$ cat src/rtl/hxmpp_pkg.sv
// Shared definitions for the SSID scan controller.
// Holds the scan state encoding, the default table geometry and the
// SSID field widths ({x_pos, y_pos}).
package hxmpp_pkg;

  localparam int ADDR_W_DEF = 8;
  localparam int SSID_W_DEF = 8;
  localparam int X_W        = 4;
  localparam int Y_W        = 4;

  typedef enum logic [2:0] {
    ST_IDLE    = 3'd0,
    ST_FETCH   = 3'd1,
    ST_LATCH   = 3'd2,
    ST_PRESENT = 3'd3,
    ST_DONE    = 3'd4
  } scan_state_t;

endpackage

$ cat src/rtl/scan_addr_counter.sv
// Table address counter for the SSID scan.
// Ports:
//   clk, reset_n  clock, asynchronous active-low reset (count -> 0)
//   load          load load_value (takes priority over enable)
//   load_value    value loaded at the start of a scan
//   enable        advance the count by one
//   count         current table address
module scan_addr_counter #(
  parameter int ADDR_W = 8
) (
  input  logic              clk,
  input  logic              reset_n,
  input  logic              load,
  input  logic [ADDR_W-1:0] load_value,
  input  logic              enable,
  output logic [ADDR_W-1:0] count
);

  always_ff @(posedge clk or negedge reset_n) begin
    if (!reset_n) begin
      count <= '0;
    end else if (load) begin
      count <= load_value;
    end else if (enable) begin
      count <= count + 1'b1;
    end
  end

endmodule

$ cat src/rtl/ssid_scan_ctrl.sv
// SSID table scan controller.
// Walks an inclusive address range of a synchronous SSID table (one-cycle
// read latency), presenting each word on a valid/ready interface and
// counting accepted words.
// Ports:
//   clk, reset_n            clock, asynchronous active-low reset
//   start, abort            scan request (IDLE only) / scan termination
//   first_addr, last_addr   inclusive scan range, sampled with start
//   rom_en, rom_addr        table read strobe and address
//   rom_data                table data, valid one cycle after rom_en
//   ssid, ssid_valid        presented SSID word, held until accepted
//   ssid_ready              consumer accept
//   busy                    scan in progress (any state but IDLE)
//   done                    one-cycle pulse after the last word is accepted
//   range_err               one-cycle pulse for a start with first > last
//   beat_count              words accepted in the current/last scan
module ssid_scan_ctrl
  import hxmpp_pkg::*;
#(
  parameter int ADDR_W = ADDR_W_DEF,
  parameter int SSID_W = SSID_W_DEF
) (
  input  logic              clk,
  input  logic              reset_n,
  input  logic              start,
  input  logic              abort,
  input  logic [ADDR_W-1:0] first_addr,
  input  logic [ADDR_W-1:0] last_addr,
  output logic              rom_en,
  output logic [ADDR_W-1:0] rom_addr,
  input  logic [SSID_W-1:0] rom_data,
  output logic [SSID_W-1:0] ssid,
  output logic              ssid_valid,
  input  logic              ssid_ready,
  output logic              busy,
  output logic              done,
  output logic              range_err,
  output logic [ADDR_W:0]   beat_count
);

  scan_state_t       state;
  logic [ADDR_W-1:0] addr;
  logic [ADDR_W-1:0] last_q;
  logic              range_ok;
  logic              at_last;
  logic              cnt_load;
  logic              cnt_en;

  assign range_ok = (first_addr <= last_addr);
  assign at_last  = (addr == last_q);

  // The counter is only loaded/advanced on clock edges, so ssid_ready never
  // reaches rom_en or rom_addr combinationally.
  assign cnt_load = (state == ST_IDLE) && start && !abort && range_ok;
  assign cnt_en   = (state == ST_PRESENT) && ssid_ready && !abort && !at_last;
  assign rom_addr = addr;

  scan_addr_counter #(
    .ADDR_W(ADDR_W)
  ) u_addr_counter (
    .clk       (clk),
    .reset_n   (reset_n),
    .load      (cnt_load),
    .load_value(first_addr),
    .enable    (cnt_en),
    .count     (addr)
  );

  // Outputs are registered alongside the state: each branch sets the
  // strobe/valid values that belong to the state being entered.
  always_ff @(posedge clk or negedge reset_n) begin
    if (!reset_n) begin
      state      <= ST_IDLE;
      ssid       <= '0;
      beat_count <= '0;
      last_q     <= '0;
      rom_en     <= 1'b0;
      ssid_valid <= 1'b0;
      busy       <= 1'b0;
      done       <= 1'b0;
      range_err  <= 1'b0;
    end else begin
      rom_en     <= 1'b0;
      ssid_valid <= 1'b0;
      done       <= 1'b0;
      range_err  <= 1'b0;
      // abort dominates any concurrent accept; beat_count is left as is.
      if (state != ST_IDLE && abort) begin
        state <= ST_IDLE;
        busy  <= 1'b0;
      end else begin
        case (state)
          ST_IDLE: begin
            if (start && !abort) begin
              if (range_ok) begin
                last_q     <= last_addr;
                beat_count <= '0;
                state      <= ST_FETCH;
                rom_en     <= 1'b1;
                busy       <= 1'b1;
              end else begin
                range_err <= 1'b1;
              end
            end
          end
          ST_FETCH: begin
            state <= ST_LATCH;
          end
          ST_LATCH: begin
            ssid       <= rom_data;
            state      <= ST_PRESENT;
            ssid_valid <= 1'b1;
          end
          ST_PRESENT: begin
            if (ssid_ready) begin
              beat_count <= beat_count + 1'b1;
              // The last address is never incremented past, so a range
              // ending at the top of the table cannot wrap to 0.
              if (at_last) begin
                state <= ST_DONE;
                done  <= 1'b1;
              end else begin
                state  <= ST_FETCH;
                rom_en <= 1'b1;
              end
            end else begin
              ssid_valid <= 1'b1;
            end
          end
          ST_DONE: begin
            state <= ST_IDLE;
            busy  <= 1'b0;
          end
          default: begin
            state <= ST_IDLE;
            busy  <= 1'b0;
          end
        endcase
      end
    end
  end

endmodule

$ cat config.mk
export PLATFORM = sky130hd
export DESIGN_NAME = ssid_scan_ctrl
export DESIGN_NICKNAME = d
export VERILOG_FILES = /design/src/rtl/hxmpp_pkg.sv /design/src/rtl/scan_addr_counter.sv /design/src/rtl/ssid_scan_ctrl.sv
export SDC_FILE = /design/constraint.sdc
export NUM_CORES = 1
export LEC_CHECK = 0
export BUFFER_PORTS_ARGS = -buffer_cell sky130_fd_sc_hd__buf_2
export CAP_MARGIN = 40
export CELL_PAD_IN_SITES_DETAIL_PLACEMENT = 1
export CELL_PAD_IN_SITES_GLOBAL_PLACEMENT = 2
export CORE_MARGIN = 4
export CORE_UTILIZATION = 30
export DETAILED_ROUTE_END_ITERATION = 8
export PLACE_DENSITY_LB_ADDON = 0.1
export REMOVE_ABC_BUFFERS = 1
export SYNTH_ARGS = -nofsm -noshare
export SYNTH_HDL_FRONTEND = slang
export SYNTH_HIERARCHICAL = 1
export SYNTH_SLANG_ARGS = --single-unit
export TNS_END_PERCENT = 100
$ cat constraint.sdc
create_clock -name clk -period 4.05 [get_ports clk]
set_input_delay 1.0125 -clock clk [delete_from_list [all_inputs] [get_ports clk]]
set_output_delay 1.0125 -clock clk [all_outputs]
set_load 0.03 [all_outputs]
==> impl_results.md <==
* Initial antenna violation count at 0
* Routed WL per cell at ~15 um
* Via/cell ratio at 4.65
* Actual slew at the worst max-slew pin at approximately 800 ps
* Dpl ws at 913 ps
* Worst Skew at between 8 and 9 ps
* Post-Syn Area at 2110 um2
* Dpl cell area at approximately 2500 um2
* Flops & latches, synth at 41
* Reg clk slew, reported paths at 80 ps
* Nets at ~300
* Global-route wire length before repair at between 8000 and 9000 um
* Max FO, Critical Path at 37
* Post-synthesis cell type count at 32
* Starting DRT DRC Count at 39
* Root Buffer: clkbuf_8
* Final worst slack at 1240 ps
* Rows at 30
* Most used DFF post-synth: dfrtp_1
* HPWL after detailed placement at 4030 um
* Routability cong. at approximately 0.73
* Max IR drop VDD at ~0.00019 V
* Core area at roughly 6800 um2
* EDFF count, synth at 0
* CP bufs+invs at 3
* Maximum clock rate at 0.356 GHz
* Max cap viols at 0
* Post-DRT Antenna Nets at 0
* DRT Wirelength at between 5000 and 6000 um
* PnR Total Power at around 1.3 mW
* GRT Util Overall at between 10% and 20%
* CP Data Required Time at about 4300 ps
* Register area share after synthesis at between 40% and 50%
* Vias at about 1700
* Total CTS buffers at 5
* Largest net degree at the start of global routing at 38
* Status: complete, no violations
* Clock sinks at slightly above 40
* Mean area per synthesized cell at 10.5 um2
* CP arrival at slightly above 3000 ps
* Residual DRC at 0
* Ys Warns at 6
* Final period util at roughly 69%
* CP endpoint kind: flip-flop
* Die X at 91.9 um
* Dpl cells at approximately 350
* Min Tclk post-route at 2810 ps
* H-tree levels at 2
* Critical path type: in -> reg
* Worst slew margin at 46.0%
* Leak at ~1.3 nW
* Router iterations before antenna repair at 4
* Die footprint at 8440 um2
* CP max stage cell: or4_1
* I/O pin count at 59
* Final Hold Violating Endpoints at 0
* Max Root-Sink Buffers at 2
* PostCTS Resize Cnt at 0
* Hold buffers post-CTS at 0
* Starting Density at between 30 and 40%
* Area grow syn2layout at 23.6%
* Share of cells above drive strength 1 at between 30% and 40%
* Vias in the first global route at between 1500 and 2000
* Worst hold path class: reg -> reg
* GR Overflow Total at 0
* Number of diodes at 0
* Hold_ws at 477 ps
* Clock Latency Late Sink at roughly 290 ps
* Finished Core Util at about two fifths
* Pins Over Slew Limit at 0
* Synth Instances at 201
* CTS tree: built
* Largest delay share family, worst path: simple AND/OR/NAND/NOR gates
* Post-route cell area at between 2000 and 3000 um2
* Startpoint types: input port
* Chip height at 91.9 um
* Endpoints failing setup at 0
* I/O Buffers at just under 60
* Ordered list of cells on the worst path: buf_2 -> inv_1 -> ha_1 -> nand2_1 -> o21ai_0 -> a211oi_4 -> buf_4 -> or4_1 -> nand3_1
* Ys async rst share at 100%
* Non-Filler Instances at 360
* TNS Setup at 0 ps
* Post-CTS Setup Bufs at 0
* Power density over the cells at ~510 nW/um2
* Max incr delay on CP at around 550 ps
* Setup repair after global routing missed its margin: no
==> logic make-up after synthesis <==
kind of cell             synth area share, %
AND/OR/NAND/NOR                         17.1
multiplexers                            9.02
buffers and inverters                   3.38
flip-flops                              48.6
adder cells (fa/ha/maj)                 5.93
AO/OA/AOI/OAI                           8.42
XOR/XNOR                                7.47
==> area by class of cell <==
| type | instances | area [um2] |
|---|---|---|
| sequential | 41 | 1030 |
| timing repair buffer | 61 | 325 |
| inverter | 11 | 41.3 |
| multi-input combinational | 143 | 1010 |
| clock buffer | 6 | 72.6 |
| tap | 96 | 120 |
| fill | 787 | 4190 |
| clock inverter | 2 | 10.0 |
==> placed cells by master (no fill, tap or decap) <==
cell	synthesis	layout
ha_1	10	10
a21oi_1	8	8
buf_2	0	58
a211oi_1	1	1
nand4_4	1	1
or2_2	3	3
o21a_1	1	1
a211oi_4	1	1
nor2_1	14	14
a41oi_1	1	1
buf_4	2	2
nor3_2	1	1
nor3b_1	1	1
o21ai_1	3	3
buf_12	0	1
clkinv_2	0	2
nor3_1	2	2
o21ai_0	8	8
nand2_1	20	20
and3_1	3	3
dfrtp_1	41	41
mux2_2	16	16
or4_1	3	3
nand4_1	7	7
mux2i_1	1	1
clkbuf_1	4	1
nand3_1	10	10
inv_1	11	11
o31ai_1	2	2
xor2_1	16	16
nor4_1	2	2
xnor2_1	2	2
clkbuf_8	0	5
a2111oi_0	1	1
nor2b_1	3	3
a21o_1	2	2
==> metal layers <==
| metal | wire, um | track usage (%) | share of wire (%) |
|---|---|---|---|
| met1 | 2600 | 18.3 | 49 |
| met2 | 2350 | 20.8 | 44 |
| met3 | 270 | 3.53 | 5.1 |
| met4 | 70 | 4.08 | 1.3 |
| met5 | 0 | 0 | 0 |
==> state kept, by name, summed over array words and instances (netlist names) <==
| name | cells |
|---|---|
| beat_count | 9 |
| last_q | 8 |
| ssid | 8 |
| u_addr_counter/count | 8 |
| state | 3 |
| busy | 1 |
| done | 1 |
| range_err | 1 |
| rom_en | 1 |
| ssid_valid | 1 |
==> synth_stat cells, types with 2 or more instances <==
library cell / number / area share (%)
a21o_1: 2 / 0.71
dfrtp_1: 41 / 49
mux2_2: 16 / 8.5
nand4_1: 7 / 2.1
nor2b_1: 3 / 0.89
buf_4: 2 / 0.71
ha_1: 10 / 5.9
or4_1: 3 / 1.1
and3_1: 3 / 0.89
a21oi_1: 8 / 1.9
inv_1: 11 / 2.0
o21ai_1: 3 / 0.71
or2_2: 3 / 0.89
o31ai_1: 2 / 0.71
nand2_1: 20 / 3.6
clkbuf_1: 4 / 0.71
xor2_1: 16 / 6.6
o21ai_0: 8 / 1.9
xnor2_1: 2 / 0.83
nor4_1: 2 / 0.59
nand3_1: 10 / 2.4
nor2_1: 14 / 2.5
nor3_1: 2 / 0.47
==> path summary, 6_finish.rpt <==
check                                      from                                   to  slack (ps)  cells past startpoint
max reg2reg                state[2]$_DFFE_PN0P_  u_addr_counter/count[7]$_DFFE_PN0P_        1820                      7
max                                last_addr[3]  u_addr_counter/count[7]$_DFFE_PN0P_        1240                      9
max in group asynchronous               reset_n                  ssid[7]$_DFFE_PN0P_        2990                      2
min reg2reg                    busy$_DFFE_PN0P_                     busy$_DFFE_PN0P_         480                      1
min                            busy$_DFFE_PN0P_                     busy$_DFFE_PN0P_         480                      1
min in group asynchronous               reset_n            beat_count[2]$_DFFE_PN0P_         590                      1
==> power by group <==
| part | leakage (nW) | internal, mW | total [mW] | switching, mW |
|---|---|---|---|---|
| clock network | 0.0450 | 0.120 | 0.264 | 0.144 |
| registers | 0.520 | 0.511 | 0.612 | 0.101 |
| logic | 0.716 | 0.179 | 0.467 | 0.288 |
(Power assumes the default switching activity.)
